File: config.mk
export PLATFORM = sky130hd
export DESIGN_NAME = cam_lookup_ctrl
export DESIGN_NICKNAME = d
export VERILOG_FILES = /design/src/rtl/cam_pkg.sv /design/src/rtl/cam_prio_enc.sv /design/src/rtl/cam_lookup_ctrl.sv
export SDC_FILE = /design/constraint.sdc
export NUM_CORES = 1
export LEC_CHECK = 0
export CORE_AREA = 10 10 77 86
export DETAILED_ROUTE_END_ITERATION = 12
export DIE_AREA = 0 0 87 96
export PLACE_DENSITY = 0.83
export SETUP_SLACK_MARGIN = 0.2
export SLEW_MARGIN = 25
export SYNTH_ARGS = -nofsm -noshare
export SYNTH_HDL_FRONTEND = slang
export SYNTH_SLANG_ARGS = --single-unit
File: constraint.sdc
create_clock -name clk -period 3.33 [get_ports clk]
set_clock_uncertainty 0.2 [all_clocks]
set_input_delay 0.8325 -clock clk [delete_from_list [all_inputs] [get_ports clk]]
set_output_delay 0.8325 -clock clk [all_outputs]
set_load 0.005 [all_outputs]
File: src/rtl/cam_pkg.sv
// Shared definitions for the CAM lookup controller and the CAM instances it drives.
// Holds the default geometry and the controller state encoding.
package cam_pkg;

  localparam int CAM_DEPTH = 16;
  localparam int CAM_INDEX = 4;
  localparam int CAM_WIDTH = 8;

  typedef enum logic [1:0] {
    ST_IDLE   = 2'd0,
    ST_LOOKUP = 2'd1,
    ST_RESP   = 2'd2
  } cam_state_e;

endpackage

File: src/rtl/cam_prio_enc.sv
// Lowest-set-bit priority encoder: returns the index of the lowest set bit
// and whether any bit is set at all.
module cam_prio_enc #(
  parameter int DEPTH = 16,
  parameter int INDEX = 4
) (
  input  logic [DEPTH-1:0] vec,
  output logic [INDEX-1:0] index,
  output logic             any
);

  // Scan from the top down so the lowest set bit is the last to win
  always_comb begin
    index = '0;
    for (int i = DEPTH - 1; i >= 0; i--) begin
      index = vec[i] ? INDEX'(i) : index;
    end
  end

  assign any = |vec;

endmodule

File: src/rtl/cam_lookup_ctrl.sv
// Search-side CAM controller: one lookup per request, masked priority match,
// optional insert-on-miss into the lowest free entry or a round-robin victim.
module cam_lookup_ctrl
  import cam_pkg::*;
(
  input  logic                 clk,
  input  logic                 reset,
  input  logic                 req_valid_i,
  output logic                 req_ready_o,
  input  logic [CAM_WIDTH-1:0] req_tag_i,
  input  logic                 req_insert_i,
  output logic                 rsp_valid_o,
  input  logic                 rsp_ready_i,
  output logic                 rsp_hit_o,
  output logic                 rsp_multi_o,
  output logic [CAM_INDEX-1:0] rsp_index_o,
  output logic                 rsp_inserted_o,
  input  logic                 flush_i,
  output logic [CAM_WIDTH-1:0] cam_tag_o,
  input  logic [CAM_DEPTH-1:0] cam_match_i,
  output logic                 cam_we_o,
  output logic [CAM_INDEX-1:0] cam_addr_o,
  output logic [CAM_WIDTH-1:0] cam_tagwr_o
);

  cam_state_e           state_r;
  cam_state_e           state_s;
  logic [CAM_WIDTH-1:0] tag_r;
  logic                 ins_r;
  logic [CAM_DEPTH-1:0] valid_r;
  logic [CAM_INDEX-1:0] rr_r;
  logic                 hit_r;
  logic                 multi_r;
  logic [CAM_INDEX-1:0] idx_r;
  logic                 inserted_r;

  logic [CAM_DEPTH-1:0] hv_s;
  logic [CAM_INDEX-1:0] hit_idx_s;
  logic                 hit_s;
  logic [CAM_INDEX-1:0] free_idx_s;
  logic                 free_any_s;
  logic [CAM_INDEX-1:0] victim_s;
  logic                 multi_s;
  logic                 ins_now_s;

  // Stale CAM contents never hit: every match is qualified by valid_r
  assign hv_s      = cam_match_i & valid_r;
  assign multi_s   = |(hv_s & (hv_s - CAM_DEPTH'(1)));
  assign victim_s  = free_any_s ? free_idx_s : rr_r;
  assign ins_now_s = (state_r == ST_LOOKUP) && !hit_s && ins_r && !flush_i;

  cam_prio_enc #(.DEPTH(CAM_DEPTH), .INDEX(CAM_INDEX)) u_hit_enc (
    .vec   (hv_s),
    .index (hit_idx_s),
    .any   (hit_s)
  );

  cam_prio_enc #(.DEPTH(CAM_DEPTH), .INDEX(CAM_INDEX)) u_free_enc (
    .vec   (~valid_r),
    .index (free_idx_s),
    .any   (free_any_s)
  );

  // State register
  always_ff @(posedge clk or negedge reset) begin
    if (!reset) begin
      state_r <= ST_IDLE;
    end else begin
      state_r <= state_s;
    end
  end

  // Next-state logic
  always_comb begin
    state_s = state_r;
    case (state_r)
      ST_IDLE:   state_s = req_valid_i ? ST_LOOKUP : ST_IDLE;
      ST_LOOKUP: state_s = ST_RESP;
      ST_RESP:   state_s = rsp_ready_i ? ST_IDLE : ST_RESP;
      default:   state_s = ST_IDLE;
    endcase
  end

  // Output decode; the CAM write port is live only in the insert cycle
  always_comb begin
    req_ready_o = reset && (state_r == ST_IDLE);
    rsp_valid_o = (state_r == ST_RESP);
    cam_we_o    = ins_now_s;
    cam_addr_o  = ins_now_s ? victim_s : '0;
    cam_tagwr_o = ins_now_s ? tag_r : '0;
  end

  // Request capture, response registers, valid mask and round-robin pointer
  always_ff @(posedge clk or negedge reset) begin
    if (!reset) begin
      tag_r      <= '0;
      ins_r      <= 1'b0;
      valid_r    <= '0;
      rr_r       <= '0;
      hit_r      <= 1'b0;
      multi_r    <= 1'b0;
      idx_r      <= '0;
      inserted_r <= 1'b0;
    end else begin
      if ((state_r == ST_IDLE) && req_valid_i) begin
        tag_r <= req_tag_i;
        ins_r <= req_insert_i;
      end
      if (state_r == ST_LOOKUP) begin
        hit_r      <= hit_s && !flush_i;
        multi_r    <= multi_s && !flush_i;
        inserted_r <= ins_now_s;
        if (flush_i) begin
          idx_r <= '0;
        end else if (hit_s) begin
          idx_r <= hit_idx_s;
        end else if (ins_now_s) begin
          idx_r <= victim_s;
        end else begin
          idx_r <= '0;
        end
      end
      if (flush_i) begin
        valid_r <= '0;
      end else if (ins_now_s) begin
        valid_r[victim_s] <= 1'b1;
      end
      // Pointer advances only when a valid entry is evicted
      if (ins_now_s && !free_any_s) begin
        rr_r <= rr_r + CAM_INDEX'(1);
      end
    end
  end

  assign cam_tag_o      = tag_r;
  assign rsp_hit_o      = hit_r;
  assign rsp_multi_o    = multi_r;
  assign rsp_index_o    = idx_r;
  assign rsp_inserted_o = inserted_r;

endmodule
==> reports/qor.json <==
{
  "max_slew.worst_pin.slew_ns": 0.623,
  "worstRegToRegCells": 9,
  "netlist_instances": 245,
  "cpMostUsedCell": "buf_6",
  "status": "finished with violations",
  "die-width_um": 87,
  "detailed_place.area_um2": 3200,
  "post_detailed_route_wirelength_per_cell_um": 19.0,
  "worst_r2r_endpoint": "valid_r[0]$_DFFE_PN0P_",
  "wire_length_of_the_first_global_routing_pass_um": 12200,
  "worst_path_dominant_cell_family": "simple AND/OR/NAND/NOR gates",
  "final_worst_path_period_share": 1.02,
  "ant_nets": 0,
  "grt_start_max_net_pins": 39,
  "portBuffers": 59,
  "synth_area_um2": 2340,
  "antennaDiodeCount": 0,
  "fillers": 330,
  "net-switching-power_uw": 469,
  "start_util": 0.478,
  "max-slew-margin-rel": 0.584,
  "cts-htree-levels": 2,
  "first_global_vias": 2388,
  "clkPwrFrac": 0.256,
  "initialDrtViolationCount": 225,
  "globalRouteTotalUtil": 0.184,
  "period_minus_slack_ns": 3.40,
  "dr_total_vias": 2429,
  "clock_tree_from_tritoncts": "built",
  "critical_path.startpoint": "cam_match_i[12]",
  "syn_avg_cell_area_um2": 9.56,
  "area_delta_synth_final_pct": 49.4,
  "globalplace.congestion": 0.925,
  "intPower_mw": 1.10,
  "place_hpwl_um": 5590,
  "final_cell_mix": "buf_4, nand2_1, dfrtp_1",
  "cp_cell_sequence": "buf_6 > a222oi_1 > and4_4 > nand4_4 > clkinv_4 > buf_6 > buf_8 > and2_1 > buf_2",
  "via_per_inst": 5.88,
  "synth.ff_latch_count": 38,
  "setup-violations-final": 6,
  "detail_route.first_pass.iterations": 4,
  "setup_slack_ns": -0.0702,
  "stdcell_area_um2": 3500,
  "worst-path-stages": 9,
  "worst_r2r_startpoint": "valid_r[5]$_DFFE_PN0P_",
  "fmaxAchievable_ghz": 0.294,
  "die_area_um2": 8350,
  "critPathKind": "in2out",
  "pwr_density_cell_nw_per_um2": 449,
  "min_path_type": "reg2reg",
  "slew_viol_final": 0,
  "core.rowCount": 27,
  "clock-root-buffer": "clkbuf_8",
  "worstPathMaxFanout": 6,
  "finalNetCount": 386,
  "failed_checks": "setup timing",
  "cp_data_required_time_ns": 2.30,
  "worst-path-buf-inv": 5,
  "timing.critical_path.from_type": "input port",
  "power.share.combinational": 0.353,
  "design.portCount": 60,
  "final_util": 0.714,
  "max_ir_drop_vdd_v": 0.000318,
  "synth_seq_area_share": 0.406,
  "cp-end-kind": "primary output",
  "max_cap_violations": 0,
  "clkSlewWorstSetupHoldPaths_ns": 0.08,
  "grt_remaining_overflow": 0,
  "clk-insertion-delay-late_ns": 0.30,
  "ys_async_sr_fraction": 1.00,
  "cts.sinks": 38,
  "postRouteWirelength_um": 7850,
  "timing.critical_path.slowest_cell_delay_ns": 0.39,
  "crit_slowest_cell": "a222oi_1",
  "cts-buffers-inserted": 5,
  "cellLeakagePower_nw": 1.60,
  "wp_data_arrival_ns": 2.37,
  "seq_power_share": 0.391,
  "worst_setup_path_endpoint": "cam_tagwr_o[1]",
  "finalHoldViolations": 0,
  "drive_gt1_frac": 0.324,
  "drc": 0,
  "synthesis.nets": 276,
  "synth_top_flop_cell": "dfrtp_1",
  "yosys_warnings": 0,
  "coreArea_um2": 4900,
  "chipHeight_um": 96,
  "yosysUniqueCellTypes": 56,
  "reg2reg_slack_ns": 0.69,
  "final_common_cell": "buf_4",
  "final.setup.tns_ns": -0.241,
  "cts-root-to-sink-buffers": 2,
  "unrepaired_setup_endpoints_after_global_routing": "true",
  "overall_power_mw": 1.57,
  "synth-edff-count": 0,
  "antenna_found_initial": 0,
  "switching_part_of_the_total": 0.298,
  "holdBufCountCts": 0
}
-- worst min path at each step --
| stage | to | cells after the start | startpoint |
|---|---|---|---|
| finish | rsp_index_o[2]$_DFFE_PN0N_ | 1 | rsp_index_o[2]$_DFFE_PN0N_ |
| global route | rsp_index_o[2]$_DFFE_PN0N_ | 1 | rsp_index_o[2]$_DFFE_PN0N_ |
| CTS | rr_r[3]$_DFFE_PN0P_ | 1 | rr_r[3]$_DFFE_PN0P_ |
| detailed placement | rsp_inserted_o$_DFFE_PN0N_ | 2 | rsp_inserted_o$_DFFE_PN0N_ |
| global placement | rsp_hit_o$_DFFE_PN0N_ | 2 | rsp_hit_o$_DFFE_PN0N_ |
| floorplan | rr_r[3]$_DFFE_PN0P_ | 1 | rr_r[3]$_DFFE_PN0P_ |
-- final cells by class --
class                      count  area (um^2)  area share
multi-input combinational    192         1370       0.393
timing repair buffer         113          965       0.276
sequential                    38          951       0.272
clock buffer                   6         82.6      0.0236
tap                           58         72.6      0.0207
clock inverter                 1         30.0     0.00858
inverter                       5         23.8     0.00680
-- state kept, by name (all words and copies together) (netlist names) --
| name | flops |
|---|---|
| rr_r | 4 |
| ins_r | 1 |
| rsp_inserted_o | 1 |
| valid_r | 16 |
| rsp_multi_o | 1 |
| cam_tag_o | 8 |
| rsp_hit_o | 1 |
| rsp_index_o | 4 |
| state_r | 2 |
-- repair_timing --
action | 4_1_cts | 5_1_grt
pin swaps | 16 | 10
setup endpoints to repair | 13 | 13
cloned | 0 | 0
setup buffers | 16 | 4
gates resized for setup | 108 | 24
-- power by group through the flow --
stage                     Sequential (mW)  Combinational [mW]  Clock (mW)
after global placement              0.613               0.497           0
after floorplan                     0.611               0.197           0
after detailed placement            0.620               0.508           0
after global routing                0.627               0.597       0.426
final                               0.614               0.555       0.402
after CTS                           0.610               0.525       0.408
-- logic make-up (layout without fill, tap and decap cells) --
group	count (synthesis)	after routing	synth area share
flops	38	38	0.406
mux	10	10	0.0481
xor+xnor	3	3	0.0112
compound gates	74	74	0.255
fa+ha+maj	2	2	0.00962
simple gates	103	103	0.236
buf+inv	15	125	0.0331
-- Yosys cell counts, types with 3 or more instances --
library cell,count,area [um^2]
o21ai_0,5,25.0
mux2_1,10,113
a211o_1,3,26.3
nand3_1,3,15.0
clkbuf_1,4,15.0
nor2_1,11,41.3
o31ai_1,8,60.1
a21oi_1,6,30.0
dfrtp_1,38,951
a32o_1,3,30.0
inv_2,3,11.3
nand4_1,4,25.0
a22o_1,6,52.6
a31oi_1,5,31.3
a22oi_1,7,52.6
and2_1,10,62.6
nand2b_1,21,131
o31ai_2,8,100
a21o_1,3,22.5
nand2_1,42,158
-- routing by layer --
metal  track usage  up-vias  part of all wire
li1              -     1134                 -
met1         0.222     1185              0.40
met2         0.315       97              0.52
met3        0.0397       13             0.063
met4        0.0689        0             0.021
met5             0        -                 0
-- through the flow --
| step | hold WS, ns | setup slack [ns] | instances |
|---|---|---|---|
| after floorplan | 0.243 | 0.203 | 245 |
| after global placement | 0.261 | -0.633 | 386 |
| after detailed placement | 0.261 | -0.722 | 386 |
| after CTS | 0.279 | -0.0471 | 409 |
| after global routing | 0.317 | -0.0842 | 413 |
| final | 0.303 | -0.0702 | 413 |
No activity file was read; power rests on OpenSTA's default activity.
